<file path="src/rtl/conv1_pkg.sv">
// conv1_pkg: constants and types shared by the LeNet conv1 sequencer.
//   IMG_W/K/OUT_W/TAPS/NPIX : default layer geometry (32x32 image, 5x5 kernel)
//   ADDR_W/TAP_W            : widths of the image/f2 and weight address buses
//   state_t                 : sequencer FSM states
//   tap_t                   : one issued tap travelling down the read-latency pipe
//   wr_t                    : one pending f2 write travelling down the MAC/activation pipe
package conv1_pkg;

   localparam int IMG_W = 32;
   localparam int K     = 5;
   localparam int OUT_W = IMG_W - K + 1;
   localparam int TAPS  = K * K;
   localparam int NPIX  = OUT_W * OUT_W;

   localparam int ADDR_W = 10;
   localparam int TAP_W  = 5;

   typedef enum logic [1:0] {
      IDLE,
      RUN,
      DRAIN,
      DONE
   } state_t;

   typedef struct packed {
      logic              valid;
      logic              first;
      logic              last;
      logic [ADDR_W-1:0] pix;
   } tap_t;

   typedef struct packed {
      logic              wen;
      logic [ADDR_W-1:0] pix;
   } wr_t;

endpackage

</file>
<file path="src/rtl/conv1_addr_gen.sv">
// conv1_addr_gen: window scanner for the conv1 layer.
// Four nested counters (kx innermost, then ky, ox, oy) walk every tap of every
// output pixel, one tap per step. All outputs are combinational from the counters.
// Ports:
//   clk, rst   : clock, synchronous active-high reset
//   clear      : hold all counters at zero (used whenever no pass is issuing)
//   step       : advance to the next tap
//   img_raddr  : (oy+ky)*IMG_W + (ox+kx)
//   w_raddr    : ky*K + kx
//   pix        : oy*OUT_W + ox
//   first      : current tap is tap 0 of its pixel
//   last       : current tap is the final tap of its pixel
//   end_pass   : current tap is the final tap of the final pixel
module conv1_addr_gen
   import conv1_pkg::*;
#(
   parameter int IMG_W = conv1_pkg::IMG_W,
   parameter int K     = conv1_pkg::K
) (
   input  logic              clk,
   input  logic              rst,
   input  logic              clear,
   input  logic              step,
   output logic [ADDR_W-1:0] img_raddr,
   output logic [TAP_W-1:0]  w_raddr,
   output logic [ADDR_W-1:0] pix,
   output logic              first,
   output logic              last,
   output logic              end_pass
);

   localparam int OW   = IMG_W - K + 1;
   localparam int KC_W = $clog2(K);
   localparam int OC_W = $clog2(OW);

   localparam logic [KC_W-1:0] K_MAX = KC_W'(K - 1);
   localparam logic [OC_W-1:0] O_MAX = OC_W'(OW - 1);

   logic [KC_W-1:0] kx_q;
   logic [KC_W-1:0] ky_q;
   logic [OC_W-1:0] ox_q;
   logic [OC_W-1:0] oy_q;

   always_ff @(posedge clk) begin
      if (rst || clear) begin
         kx_q <= '0;
         ky_q <= '0;
         ox_q <= '0;
         oy_q <= '0;
      end else if (step) begin
         if (kx_q != K_MAX) begin
            kx_q <= kx_q + KC_W'(1);
         end else begin
            kx_q <= '0;
            if (ky_q != K_MAX) begin
               ky_q <= ky_q + KC_W'(1);
            end else begin
               ky_q <= '0;
               if (ox_q != O_MAX) begin
                  ox_q <= ox_q + OC_W'(1);
               end else begin
                  ox_q <= '0;
                  // oy wraps too, so the counters are back at zero after a full pass
                  oy_q <= (oy_q == O_MAX) ? '0 : oy_q + OC_W'(1);
               end
            end
         end
      end
   end

   // Largest image address is (OW-1+K-1)*IMG_W + (OW-1+K-1) = 1023 for the
   // default geometry, so ADDR_W arithmetic never wraps.
   assign img_raddr = (ADDR_W'(oy_q) + ADDR_W'(ky_q)) * ADDR_W'(IMG_W)
                    + ADDR_W'(ox_q) + ADDR_W'(kx_q);
   assign w_raddr   = TAP_W'(ky_q) * TAP_W'(K) + TAP_W'(kx_q);
   assign pix       = ADDR_W'(oy_q) * ADDR_W'(OW) + ADDR_W'(ox_q);

   assign first    = (kx_q == '0) && (ky_q == '0);
   assign last     = (kx_q == K_MAX) && (ky_q == K_MAX);
   assign end_pass = last && (ox_q == O_MAX) && (oy_q == O_MAX);

endmodule

</file>
<file path="src/rtl/conv1_ctrl.sv">
// conv1_ctrl: sequencer for the LeNet first convolution layer.
// Scans a KxK window over the IMG_W x IMG_W image, issuing image/weight reads
// and MAC strobes, then writes the six OUT_W x OUT_W f2 maps in lockstep once
// each pixel has drained through the MAC and bias/activation stages.
// Ports:
//   clk, rst   : clock, synchronous active-high reset (wins over start)
//   start      : one-cycle pass request
//   busy       : a pass is issuing or draining
//   done       : one-cycle pulse after the final f2 write
//   img_rden   : image read enable (one tap per cycle while issuing)
//   img_raddr  : image read address
//   w_raddr    : weight tap index 0..K*K-1
//   mac_en     : MAC accumulate strobe (read data valid)
//   mac_clr    : MAC load instead of add (tap 0)
//   f2_wen     : f2 write enable for all six maps
//   f2_waddr   : f2 write address 0..OUT_W*OUT_W-1
//
// Start handshake: start is a request sampled on the clock edge and is
// accepted only when the sequencer is not busy (IDLE, or the DONE cycle that
// ends the previous pass). A start seen while busy is dropped, never queued.
// Acceptance is visible as busy=1 in the following cycle.
module conv1_ctrl
   import conv1_pkg::*;
#(
   parameter int IMG_W    = conv1_pkg::IMG_W,
   parameter int K        = conv1_pkg::K,
   parameter int RD_LAT   = 1,
   parameter int MAC_LAT  = 1,
   parameter int EXEC_LAT = 1
) (
   input  logic              clk,
   input  logic              rst,
   input  logic              start,
   output logic              busy,
   output logic              done,
   output logic              img_rden,
   output logic [ADDR_W-1:0] img_raddr,
   output logic [TAP_W-1:0]  w_raddr,
   output logic              mac_en,
   output logic              mac_clr,
   output logic              f2_wen,
   output logic [ADDR_W-1:0] f2_waddr
);

   localparam int W_LAT = MAC_LAT + EXEC_LAT;
   localparam int D     = RD_LAT + W_LAT;
   localparam int DW    = $clog2(D + 1);

   localparam logic [DW-1:0] DRAIN_LAST = DW'(D - 1);

   state_t          state_q;
   state_t          state_d;
   logic [DW-1:0]   drain_q;
   logic            run;

   logic [ADDR_W-1:0] ag_raddr;
   logic [TAP_W-1:0]  ag_waddr;
   logic [ADDR_W-1:0] ag_pix;
   logic              ag_first;
   logic              ag_last;
   logic              ag_end;

   tap_t rd_q [RD_LAT];
   wr_t  wr_q [W_LAT];
   tap_t issue;
   wr_t  wr_in;

   assign run = (state_q == RUN);

   conv1_addr_gen #(
      .IMG_W (IMG_W),
      .K     (K)
   ) u_addr_gen (
      .clk       (clk),
      .rst       (rst),
      .clear     (!run),
      .step      (run),
      .img_raddr (ag_raddr),
      .w_raddr   (ag_waddr),
      .pix       (ag_pix),
      .first     (ag_first),
      .last      (ag_last),
      .end_pass  (ag_end)
   );

   // ---------------------------------------------------------------- FSM
   always_ff @(posedge clk) begin
      if (rst) begin
         state_q <= IDLE;
         drain_q <= '0;
      end else begin
         state_q <= state_d;
         drain_q <= (state_q == DRAIN) ? drain_q + DW'(1) : '0;
      end
   end

   always_comb begin
      state_d = state_q;
      unique case (state_q)
         IDLE:    if (start) state_d = RUN;
         RUN:     if (ag_end) state_d = DRAIN;
         DRAIN:   if (drain_q == DRAIN_LAST) state_d = DONE;
         // DONE is not busy, so a start here chains straight into the next pass
         DONE:    state_d = start ? RUN : IDLE;
         default: state_d = IDLE;
      endcase
   end

   // ---------------------------------------------------------- pipelines
   always_comb begin
      issue       = '0;
      issue.valid = run;
      issue.first = run && ag_first;
      issue.last  = run && ag_last;
      issue.pix   = run ? ag_pix : '0;
   end

   // Only the last tap of a pixel turns into a write; its pixel index rides along.
   always_comb begin
      wr_in     = '0;
      wr_in.wen = rd_q[RD_LAT-1].valid && rd_q[RD_LAT-1].last;
      wr_in.pix = wr_in.wen ? rd_q[RD_LAT-1].pix : '0;
   end

   // Clearing every stage on reset guarantees no stale write escapes an aborted pass.
   always_ff @(posedge clk) begin
      if (rst) begin
         for (int i = 0; i < RD_LAT; i++) rd_q[i] <= '0;
         for (int i = 0; i < W_LAT; i++)  wr_q[i] <= '0;
      end else begin
         rd_q[0] <= issue;
         for (int i = 1; i < RD_LAT; i++) rd_q[i] <= rd_q[i-1];
         wr_q[0] <= wr_in;
         for (int i = 1; i < W_LAT; i++)  wr_q[i] <= wr_q[i-1];
      end
   end

   // ------------------------------------------------------------ outputs
   assign busy      = (state_q == RUN) || (state_q == DRAIN);
   assign done      = (state_q == DONE);
   assign img_rden  = run;
   assign img_raddr = run ? ag_raddr : '0;
   assign w_raddr   = run ? ag_waddr : '0;
   assign mac_en    = rd_q[RD_LAT-1].valid;
   assign mac_clr   = rd_q[RD_LAT-1].valid && rd_q[RD_LAT-1].first;
   assign f2_wen    = wr_q[W_LAT-1].wen;
   assign f2_waddr  = wr_q[W_LAT-1].pix;

endmodule

</file>
<file path="config.mk">
export PLATFORM = sky130hd
export DESIGN_NAME = conv1_ctrl
export DESIGN_NICKNAME = d
export VERILOG_FILES = /design/src/rtl/conv1_pkg.sv /design/src/rtl/conv1_addr_gen.sv /design/src/rtl/conv1_ctrl.sv
export SDC_FILE = /design/constraint.sdc
export NUM_CORES = 1
export LEC_CHECK = 0
export CAP_MARGIN = 20
export CORE_ASPECT_RATIO = 0.75
export CORE_MARGIN = 5
export CORE_UTILIZATION = 35
export CTS_CLUSTER_SIZE = 8
export DETAILED_ROUTE_END_ITERATION = 6
export PLACE_DENSITY = 0.59
export RECOVER_POWER = 100
export SLEW_MARGIN = 30
export SYNTH_ARGS = -nofsm -noshare
export SYNTH_HDL_FRONTEND = slang
export SYNTH_SLANG_ARGS = --single-unit
</file>
<file path="constraint.sdc">
create_clock -name clk -period 3 [get_ports clk]
set_input_delay 0.45 -clock clk [delete_from_list [all_inputs] [get_ports clk]]
set_output_delay 0.45 -clock clk [all_outputs]
set_load 0.02 [all_outputs]
</file>
# Word-level counts from Yosys, hierarchy flattened
# Memories as Yosys holds them, arrays and structs flattened.
# Index checks and enable logic that the tools add are counted.
# word_totals
ff_bits	20
ramBits	35
in_bits	3
output_inout_bits	31
n_memories	2
# classes
addsub	10
multipliers	2
eq_ne	14
muxes	20
bitwise_logic	6
reduce_logical	20
# memory_table
name	depth	word_bits	rd	rd_ports_with_merged_regs	wr	line_no	text
wr_q	2	11	2	0	2	conv1_ctrl.sv:64	wr_t wr_q [W_LAT];
rd_q	1	13	1	0	1	conv1_ctrl.sv:63	tap_t rd_q [RD_LAT];
# ops
op	count
2-to-1 mux 10 bit	3
2-to-1 mux 11 bit	2
adder 10 x 5 -> 10 bit	2
2-to-1 mux 5 bit	3
2-to-1 mux 13 bit	1
OR reduction 13 bit	1
adder 10 x 3 -> 10 bit	1
adder 5 x 1 -> 5 bit (second input constant)	2
adder 5 x 3 -> 5 bit	2
equality test 5 bit (second input constant)	2
logical AND 1 bit	8
multiplier 5 x 3 -> 8 bit (second input constant)	1
one-hot mux 2 bit (4 select lines)	1
adder 3 x 1 -> 3 bit (second input constant)	2
equality test 2 bit (second input constant)	3
equality test 3 bit (second input constant)	2
logical NOT 3 bit	2
2-to-1 mux 2 bit	3
2-to-1 mux 3 bit	2
inequality test 3 bit (second input constant)	2
AND reduction 3 bit	2
multiplier 3 x 3 -> 5 bit (second input constant)	1
2-to-1 mux 1 bit	5
inequality test 5 bit (second input constant)	1
12 further kinds	18

# Logic depth before layout (Yosys ltp)
# Gate-level depths: netlist of run 1.
# depth
depth_word	6
mapped_depth	8

# By module
# A second synthesis of run 1 with hierarchy kept.
# hier_totals
hier_cells	337
hier_area_um2	3180.6
# modules_own_cells
mod	n_inst	cells_each	area_per_inst_um2	seq_area_each_um2
conv1_addr_gen	1	206	1775.5	320.3
conv1_ctrl	1	131	1405.1	780.7

# Least setup slack after synthesis of run 1
# OpenSTA, ideal clock, no wires.
# synth_path
kind	flip-flop to output port
start	reg u_addr_gen.oy_q[0]
end	out img_raddr[9]
t_arrival_ns	1.995
required_ns	2.550
setup_slack_ns	0.555
path_stages_with_launch	8
path_buffers	0
cell_sequence	dfxtp_1 > ha_1 > fa_1 > xor2_1 > nand3_1 > nor2_1 > a21oi_1 > nor3_1
# synth_between
elab_chain_cells	4
# synth_rtl
element	line_no	text
start, declared	conv1_addr_gen.sv:42	logic [OC_W-1:0] oy_q;
start signal, assigned	conv1_addr_gen.sv:64	oy_q <= (oy_q == O_MAX) ? '0 : oy_q + OC_W'(1);
adder 5 x 3 -> 5 bit	conv1_addr_gen.sv:73	assign img_raddr = (ADDR_W'(oy_q) + ADDR_W'(ky_q)) * ADDR_W'(IMG_W)
adder 10 x 5 -> 10 bit	conv1_addr_gen.sv:74	+ ADDR_W'(ox_q) + ADDR_W'(kx_q);
adder 10 x 3 -> 10 bit	conv1_addr_gen.sv:74	
2-to-1 mux 10 bit	conv1_ctrl.sv:142	assign img_raddr = run ? ag_raddr : '0;
end, declared	conv1_ctrl.sv:37	output logic [ADDR_W-1:0] img_raddr,
# Every way passes these cells.

# Worst setup path after layout of run 1
# layout_path
start	reg u_addr_gen.ky_q[0]
end	out w_raddr[4]
# layout_between
elab_chain_cells	3
# layout_rtl
element	line_no	text
start, declared	conv1_addr_gen.sv:40	logic [KC_W-1:0] ky_q;
start signal, assigned	conv1_addr_gen.sv:56	ky_q <= ky_q + KC_W'(1);
multiplier 3 x 3 -> 5 bit	conv1_addr_gen.sv:75	assign w_raddr = TAP_W'(ky_q) * TAP_W'(K) + TAP_W'(kx_q);
adder 5 x 3 -> 5 bit	conv1_addr_gen.sv:75	
2-to-1 mux 5 bit	conv1_ctrl.sv:143	assign w_raddr = run ? ag_waddr : '0;
end, declared	conv1_ctrl.sv:38	output logic [TAP_W-1:0] w_raddr,
# Every way passes these cells.

==> key figures, run 1 <==
Clock tree
  – CTS tree: built
  – Clock Pin Slew Worst Setup and Hold Paths: ~0.080 ns
  – Clock Sinks: 55
  – Clock buffers created by TritonCTS: 5
  – Hold buffers post-CTS: 0
  – Worst skew pair latency: around 0.29 ns
  – Post-CTS Resized: 7
  – Root buffer cell: clkbuf_16
  – H-tree levels: 2
  – Clock buffer depth: 2
  – Post-CTS Repair Setup Buffers: 0

Status
  – Status: complete, no violations

Floorplan
  – Initial Util: 0.354
  – Placement row count: 29
  – Die Wd: 116 µm
  – Core footprint: 8380 µm²
  – Chip height: approximately 90 µm
  – DIE AREA: roughly 10000 µm²
  – Ports: 34

Timing
  – Setup Total Neg Slack: 0 ns
  – Rel. slew slack: 0.493
  – Clock skew: between 0.006 and 0.007 ns
  – Max Freq: 0.350 GHz
  – RSZ-0062 raised after global routing: no
  – Final slew viol count: 0
  – Worst Tran Pin Value: about 0.76 ns
  – Final hold viol count: 0
  – Tcrit/Tclk final: 0.953
  – Final setup vio count: 0
  – Post-route minimum period: 2.86 ns

Drt
  – Post-DR wirelength/cell: 12.1 µm
  – Number of vias per cell: about 4.6
  – Router iterations before antenna repair: 4
  – DRC Markers: 0
  – Antenna-violating nets left: 0
  – Via Count: roughly 2100
  – Routed WL: between 5 and 6 mm
  – Number of DRC markers in iteration 0: 123

Cells and area
  – Fin nets: approximately 390
  – P&R area growth vs syn: 18.9%
  – Share of post-route cells with drive strength above 1: 0.0525
  – Finished Cell Area: 3530 µm²
  – Ant. Diodes: 0

Yosys
  – EDFF count, synth: 0
  – Yosys reg bits: 55
  – Synth warnings: 0
  – Seq/Total Area, Yosys: 0.371
  – Area fraction of the dominant cell type after synthesis: 0.371
  – Synth Flop Type: dfxtp_1
  – Syn nets: between 300 and 400
  – Fraction of registers with async set/reset: 0
  – Syn_area_per_cell: between 9 and 10 µm²
  – Commonest cells in the netlist: dfxtp_1, ha_1, nor2_1
  – Ranking of synthesized cells by area: dfxtp_1, ha_1, fa_1
  – Unique masters post-synth: 34
  – Mapped Cells: around 310
  – Synthesized cell area: 2970 µm²
  – Most numerous cell in the Yosys netlist: dfxtp_1
  – Post-synth top area cell: dfxtp_1

Hold path
  – Hold WC Path Type: register to register
  – Hold depth: 1
  – Startpoint of the worst hold path: drain_q[0]$_SDFF_PP0_

Power
  – Peak supply drop: around 0.27 mV
  – Power density cells: 475 nW/µm²
  – Leak pwr: around 1.6 nW
  – Tot Pwr: around 1.7 mW

Global route
  – Gr usage total: 0.112
  – Initial antenna violation count: 0
  – Met3 Usage GRT: 0.0215
  – Largest net degree at the start of global routing: 20
  – Vias in the first global route: around 2100
  – GR Layer Usage met2: 0.172
  – Most used routing layer: met2
  – Met1 GRT Util: 0.163
  – First-pass GRT wire length: 9.67 mm
  – Overflow after GRT: 0

Setup path
  – Origin of the worst setup path: u_addr_gen.ky_q[0]$_SDFFE_PP0P_
  – Worst Path Required: between 2 and 3 ns
  – Worst-path fanout max: 5
  – Slowest cell on the critical path: dfxtp_2
  – Worst Setup End Kind: output pin
  – Crit-path cells: ha_1 > ha_1 > ha_1 > a21o_1 > a21oi_1 > xnor2_1 > nor2_1 > dlygate4sd2_1
  – CP arrival: 2.41 ns
  – R2R Path Start: u_addr_gen.kx_q[1]$_SDFFE_PP0P_
  – Worst setup SP type: register
  – Critical Path Most Common Cell: ha_1
  – Max stage delay on crit path: about 0.35 ns
  – Critical path type: register to output pin
  – Worst Reg-to-Reg Cells: 8

Place
  – GP Congestion: roughly 0.8
  – HPWL reported at the end of detailed placement: between 4 and 5 mm
  – Post-placement cell area: approximately 3400 µm²
  – Port Buffers: 33

Run
  – MaxCap Viol Count: 0
==> layer usage <==
layer  vias up  part of all wire
li1       1085                 -
met1       945              0.53
met2        38              0.43
met3         2             0.043
met4         0            0.0046
met5         -                 0
==> where the power goes <==
part,switching (mW),internal [mW],leakage (nW),total (mW)
registers,0.0212,0.756,0.445,0.777
clock network,0.277,0.319,0.0723,0.596
logic,0.197,0.106,1.10,0.303
total,0.495,1.18,1.61,1.68
==> sequential cells by signal (all words and copies together) (netlist names) <==
| register | count |
|---|---|
| wr_q | 22 |
| u_addr_gen.kx_q | 3 |
| u_addr_gen.ox_q | 5 |
| state_q | 2 |
| drain_q | 2 |
| u_addr_gen.ky_q | 3 |
| rd_q | 13 |
| u_addr_gen.oy_q | 5 |
==> per-stage QoR <==
step,std cells,utilization,setup slack [ns],hold slack (ns)
2_1_floorplan,308,-,0.555,0.392
3_3_place_gp,443,0.406,0.174,0.402
3_5_place_dp,443,0.406,0.132,0.411
4_1_cts,451,0.424,0.00273,0.421
5_1_grt,451,0.421,0.0120,0.440
6_report,451,0.421,0.140,0.415
==> cell usage in the layout (no fill, tap or decap), drive strengths merged, types with 2 or more instances in the layout <==
master	Yosys	final
xor2	5	5
fa	9	9
nand2b	2	2
nor3	7	7
or3	3	3
nand4b	3	3
nand4	5	5
nor2b	13	13
and3	4	4
ha	38	38
xnor2	19	19
a21oi	19	19
a21o	5	5
and2	21	21
buf	10	5
a31o	2	2
dlygate4sd2	0	5
dfxtp	55	55
nand3	7	7
nor2	32	32
clkbuf	4	10
mux2i	5	5
inv	16	18
clkdlybuf4s50	0	2
dlygate4sd3	0	23
o21ai	6	6
nand2	10	10
==> cell type report <==
class / instances / area (µm²)
fill: 849 / 4850
multi-input combinational: 222 / 1710
sequential: 55 / 1100
timing repair buffer: 41 / 363
tap: 108 / 135
clock buffer: 5 / 125
inverter: 17 / 63.8
clock inverter: 3 / 27.5
==> final timing paths <==
check                            end  slack (ns)
max                       w_raddr[4]        0.14
min            drain_q[0]$_SDFF_PP0_        0.41
max reg2reg  state_q[0]$_SDFFE_PP0P_        0.26
min reg2reg    drain_q[0]$_SDFF_PP0_        0.41
==> critical path, delay by kind of cell, from the launching register on <==
kind / cells / cell delay [ns]
compound gates: 2 / 0.33
xor+xnor: 1 / 0.14
fa+ha+maj: 3 / 0.91
buf+inv: 1 / 0.33
flops: 1 / 0.35
simple gates: 1 / 0.05
==> kinds of logic (layout without fill, tap and decap cells) <==
family	after synthesis	in the layout	synth area share
compound gates	37	37	0.0750
simple gates	109	109	0.194
xor+xnor	24	24	0.0708
flops	55	55	0.371
fa+ha+maj	47	47	0.221
buf+inv	31	66	0.0518
mux	5	5	0.0168
Power figures use the tool's default switching activity.
==> inputs of run 2 (changes only) <==
--- a/config.mk
+++ b/config.mk
@@ -13,6 +13,7 @@
 export DETAILED_ROUTE_END_ITERATION = 6
 export PLACE_DENSITY = 0.59
 export RECOVER_POWER = 100
+export REMOVE_ABC_BUFFERS = 1
 export SLEW_MARGIN = 30
 export SYNTH_ARGS = -nofsm -noshare
 export SYNTH_HDL_FRONTEND = slang
==> key figures, run 2 (synthesis results as in run 1) <==
Hold path
  – Hold WC Path Type: register to register (unchanged)

Floorplan
  – Initial Util: 0.354 (unchanged)
  – Ports: 34 (unchanged)
  – Placement row count: 29 (unchanged)
  – Chip height: 89.8 µm (unchanged)
  – Die Wd: 116 µm (unchanged)
  – DIE AREA: 10400 µm² (unchanged)
  – Core footprint: 8380 µm² (unchanged)

Clock tree
  – Clock buffer depth: 2 (unchanged)
  – Clock Pin Slew Worst Setup and Hold Paths: 0.08 ns (about the same)
  – Clock buffers created by TritonCTS: 5 (unchanged)
  – Post-CTS Repair Setup Buffers: 0 (unchanged)
  – Root buffer cell: clkbuf_16 (unchanged)
  – CTS tree: built (unchanged)
  – Hold buffers post-CTS: 0 (unchanged)
  – Post-CTS Resized: 6 (was 7)
  – Clock Sinks: 55 (unchanged)
  – H-tree levels: 2 (unchanged)
  – Worst skew pair latency: 0.29 ns (about the same)

Cells and area
  – Final cell count without fillers: 453 (was 451)
  – Share of post-route cells with drive strength above 1: 0.0580 (was 0.0525)
  – Final Util: 0.421 (unchanged)
  – Max reg flops: 22 (unchanged)
  – Top reg by flops: wr_q (unchanged)
  – Largest regs: wr_q: 22 flops, rd_q: 13 flops (unchanged)
  – Most frequent cells in the layout: dfxtp_1, ha_1, nor2_1, dlygate4sd3_1, xnor2_1 (unchanged)
  – Ant. Diodes: 0 (unchanged)
  – P&R area growth vs syn: 18.9% (unchanged)
  – Most common cell after layout, fill and taps aside: dfxtp_1 (unchanged)
  – Fin nets: 394 (was 392)

Drt
  – Post-DR wirelength/cell: 12.6 µm (was 12.1 µm)
  – Routed WL: 5.72 mm (was 5.46 mm)
  – Number of vias per cell: 4.63 (was 4.59)
  – Via Count: 2099 (was 2070)
  – Antenna-violating nets left: 0 (unchanged)
  – Router iterations before antenna repair: 4 (unchanged)
  – DRC Markers: 0 (unchanged)
  – Number of DRC markers in iteration 0: 77 (was 123)

Power
  – Clock power share: 0.357 (was 0.356)
  – Tot Pwr: 1.68 mW (about the same)
  – Sw Ratio: 0.297 (was 0.296)
  – Leak pwr: 1.59 nW (was 1.61 nW)
  – Power density cells: 475 nW/µm² (about the same)
  – Sequential cell fraction of total power: 0.464 (about the same)
  – P_sw: 498 µW (was 495 µW)
  – Peak supply drop: 0.305 mV (was 0.274 mV)
  – Logic pwr share: 0.179 (was 0.181)
  – Int Pwr: 1.18 mW (about the same)

Timing
  – Worst Tran Pin Value: 0.732 ns (was 0.760 ns)
  – RSZ-0062 raised after global routing: no (unchanged)
  – Rel. slew slack: 0.512 (was 0.493)
  – Final slew viol count: 0 (unchanged)
  – Tcrit/Tclk final: 0.944 (was 0.953)
  – Final setup vio count: 0 (unchanged)
  – Post-route minimum period: 2.83 ns (was 2.86 ns)
  – Clock skew: 0.00434 ns (was 0.00690 ns)
  – Setup ws final: 0.169 ns (was 0.140 ns)
  – Setup Total Neg Slack: 0 ns (unchanged)
  – Final hold viol count: 0 (unchanged)
  – Max Freq: 0.353 GHz (was 0.350 GHz)

Setup path
  – Crit-path cells: ha_1 > a21o_1 > a21oi_1 > buf_4 > xnor2_1 > nor2_1 > dlygate4sd3_1 (was ha_1 > ha_1 > ha_1 > a21o_1 > a21oi_1 > xnor2_1 > nor2_1 > dlygate4sd2_1)
  – Worst Path Required: 2.55 ns (about the same)
  – CP arrival: 2.38 ns (was 2.41 ns)
  – Worst setup SP type: register (unchanged)
  – Worst-path fanout max: 5 (unchanged)
  – Critical path type: register to output pin (unchanged)
  – Slowest cell on the critical path: dlygate4sd3_1 (was dfxtp_2)
  – Max stage delay on crit path: 0.66 ns (was 0.35 ns)
  – Worst Setup End Kind: output pin (unchanged)

Place
  – HPWL reported at the end of detailed placement: 4.41 mm (was 4.25 mm)
  – Pre-CTS setup slack: 0.105 ns (was 0.132 ns)
  – GP Congestion: 0.825 (was 0.785)
  – Port Buffers: 33 (unchanged)
  – Inst Count DP: 445 (was 443)

Global route
  – First-pass GRT wire length: 9.82 mm (was 9.67 mm)
  – Initial antenna violation count: 0 (unchanged)
  – Overflow after GRT: 0 (unchanged)
  – Vias in the first global route: 2062 (was 2122)
  – Gr usage total: 0.114 (was 0.112)
  – Largest net degree at the start of global routing: 20 (unchanged)

Run
  – MaxCap Viol Count: 0 (unchanged)

Status
  – Status: complete, no violations (unchanged)
-- run 2: cell count changes in the layout (fill, tap and decap cells not counted), sizes merged --
cell           delta
dlygate4sd2       -2
buf               +3
clkbuf            +3
dlymetal6s2s      -1
clkdlybuf4s50     -1
-- run 2: final cells by class --
cell class                 count  area (µm²)
inverter                      17        63.8
tap                          108         135
fill                         841        4850
multi-input combinational    222        1720
clock buffer                   5         125
timing repair buffer          43         358
clock inverter                 3        27.5
sequential                    55        1100
-- run 2: final timing paths --
| kind | startpoint | endpoint | cells after the start | slack, ns |
|---|---|---|---|---|
| max | u_addr_gen.kx_q[1]$_SDFFE_PP0P_ | img_raddr[3] | 7 | 0.17 |
| min | drain_q[0]$_SDFF_PP0_ | drain_q[0]$_SDFF_PP0_ | 1 | 0.41 |
| max reg2reg | u_addr_gen.kx_q[1]$_SDFFE_PP0P_ | state_q[0]$_SDFFE_PP0P_ | 7 | 0.38 |
| min reg2reg | drain_q[0]$_SDFF_PP0_ | drain_q[0]$_SDFF_PP0_ | 1 | 0.41 |
-- run 2: stage by stage --
| stage | hold slack (ns) | area (µm²) |
|---|---|---|
| floorplan | 0.392 | 2880 |
| global placement | 0.402 | 3420 |
| detailed placement | 0.406 | 3420 |
| CTS | 0.416 | 3570 |
| global route | 0.434 | 3530 |
| finish | 0.413 | 3530 |
-- run 2: power by group through the flow --
stage / Sequential, mW / Clock, mW / Combinational (mW)
floorplan: 0.794 / 0 / 0.191
global placement: 0.796 / 0 / 0.314
detailed placement: 0.796 / 0 / 0.323
CTS: 0.779 / 0.615 / 0.324
global route: 0.784 / 0.645 / 0.344
finish: 0.779 / 0.599 / 0.301
-- run 2: critical path, delay by kind of cell (launching register included) --
family / cells / cell delay (ns)
and+or+nand+nor: 1 / 0.05
DFF: 1 / 0.49
xor gates and xnor gates: 1 / 0.12
buffers and inverters: 2 / 0.82
adders and majority gates: 1 / 0.29
AOI/OAI and AO/OA: 2 / 0.32
-- run 2: layer usage --
metal	part of all wire	wire [µm]	GRT usage
met2	0.42	2380	0.170
met1	0.52	2960	0.169
met5	0	0	0
met3	0.059	339	0.0242
met4	0.0077	44	0.0213
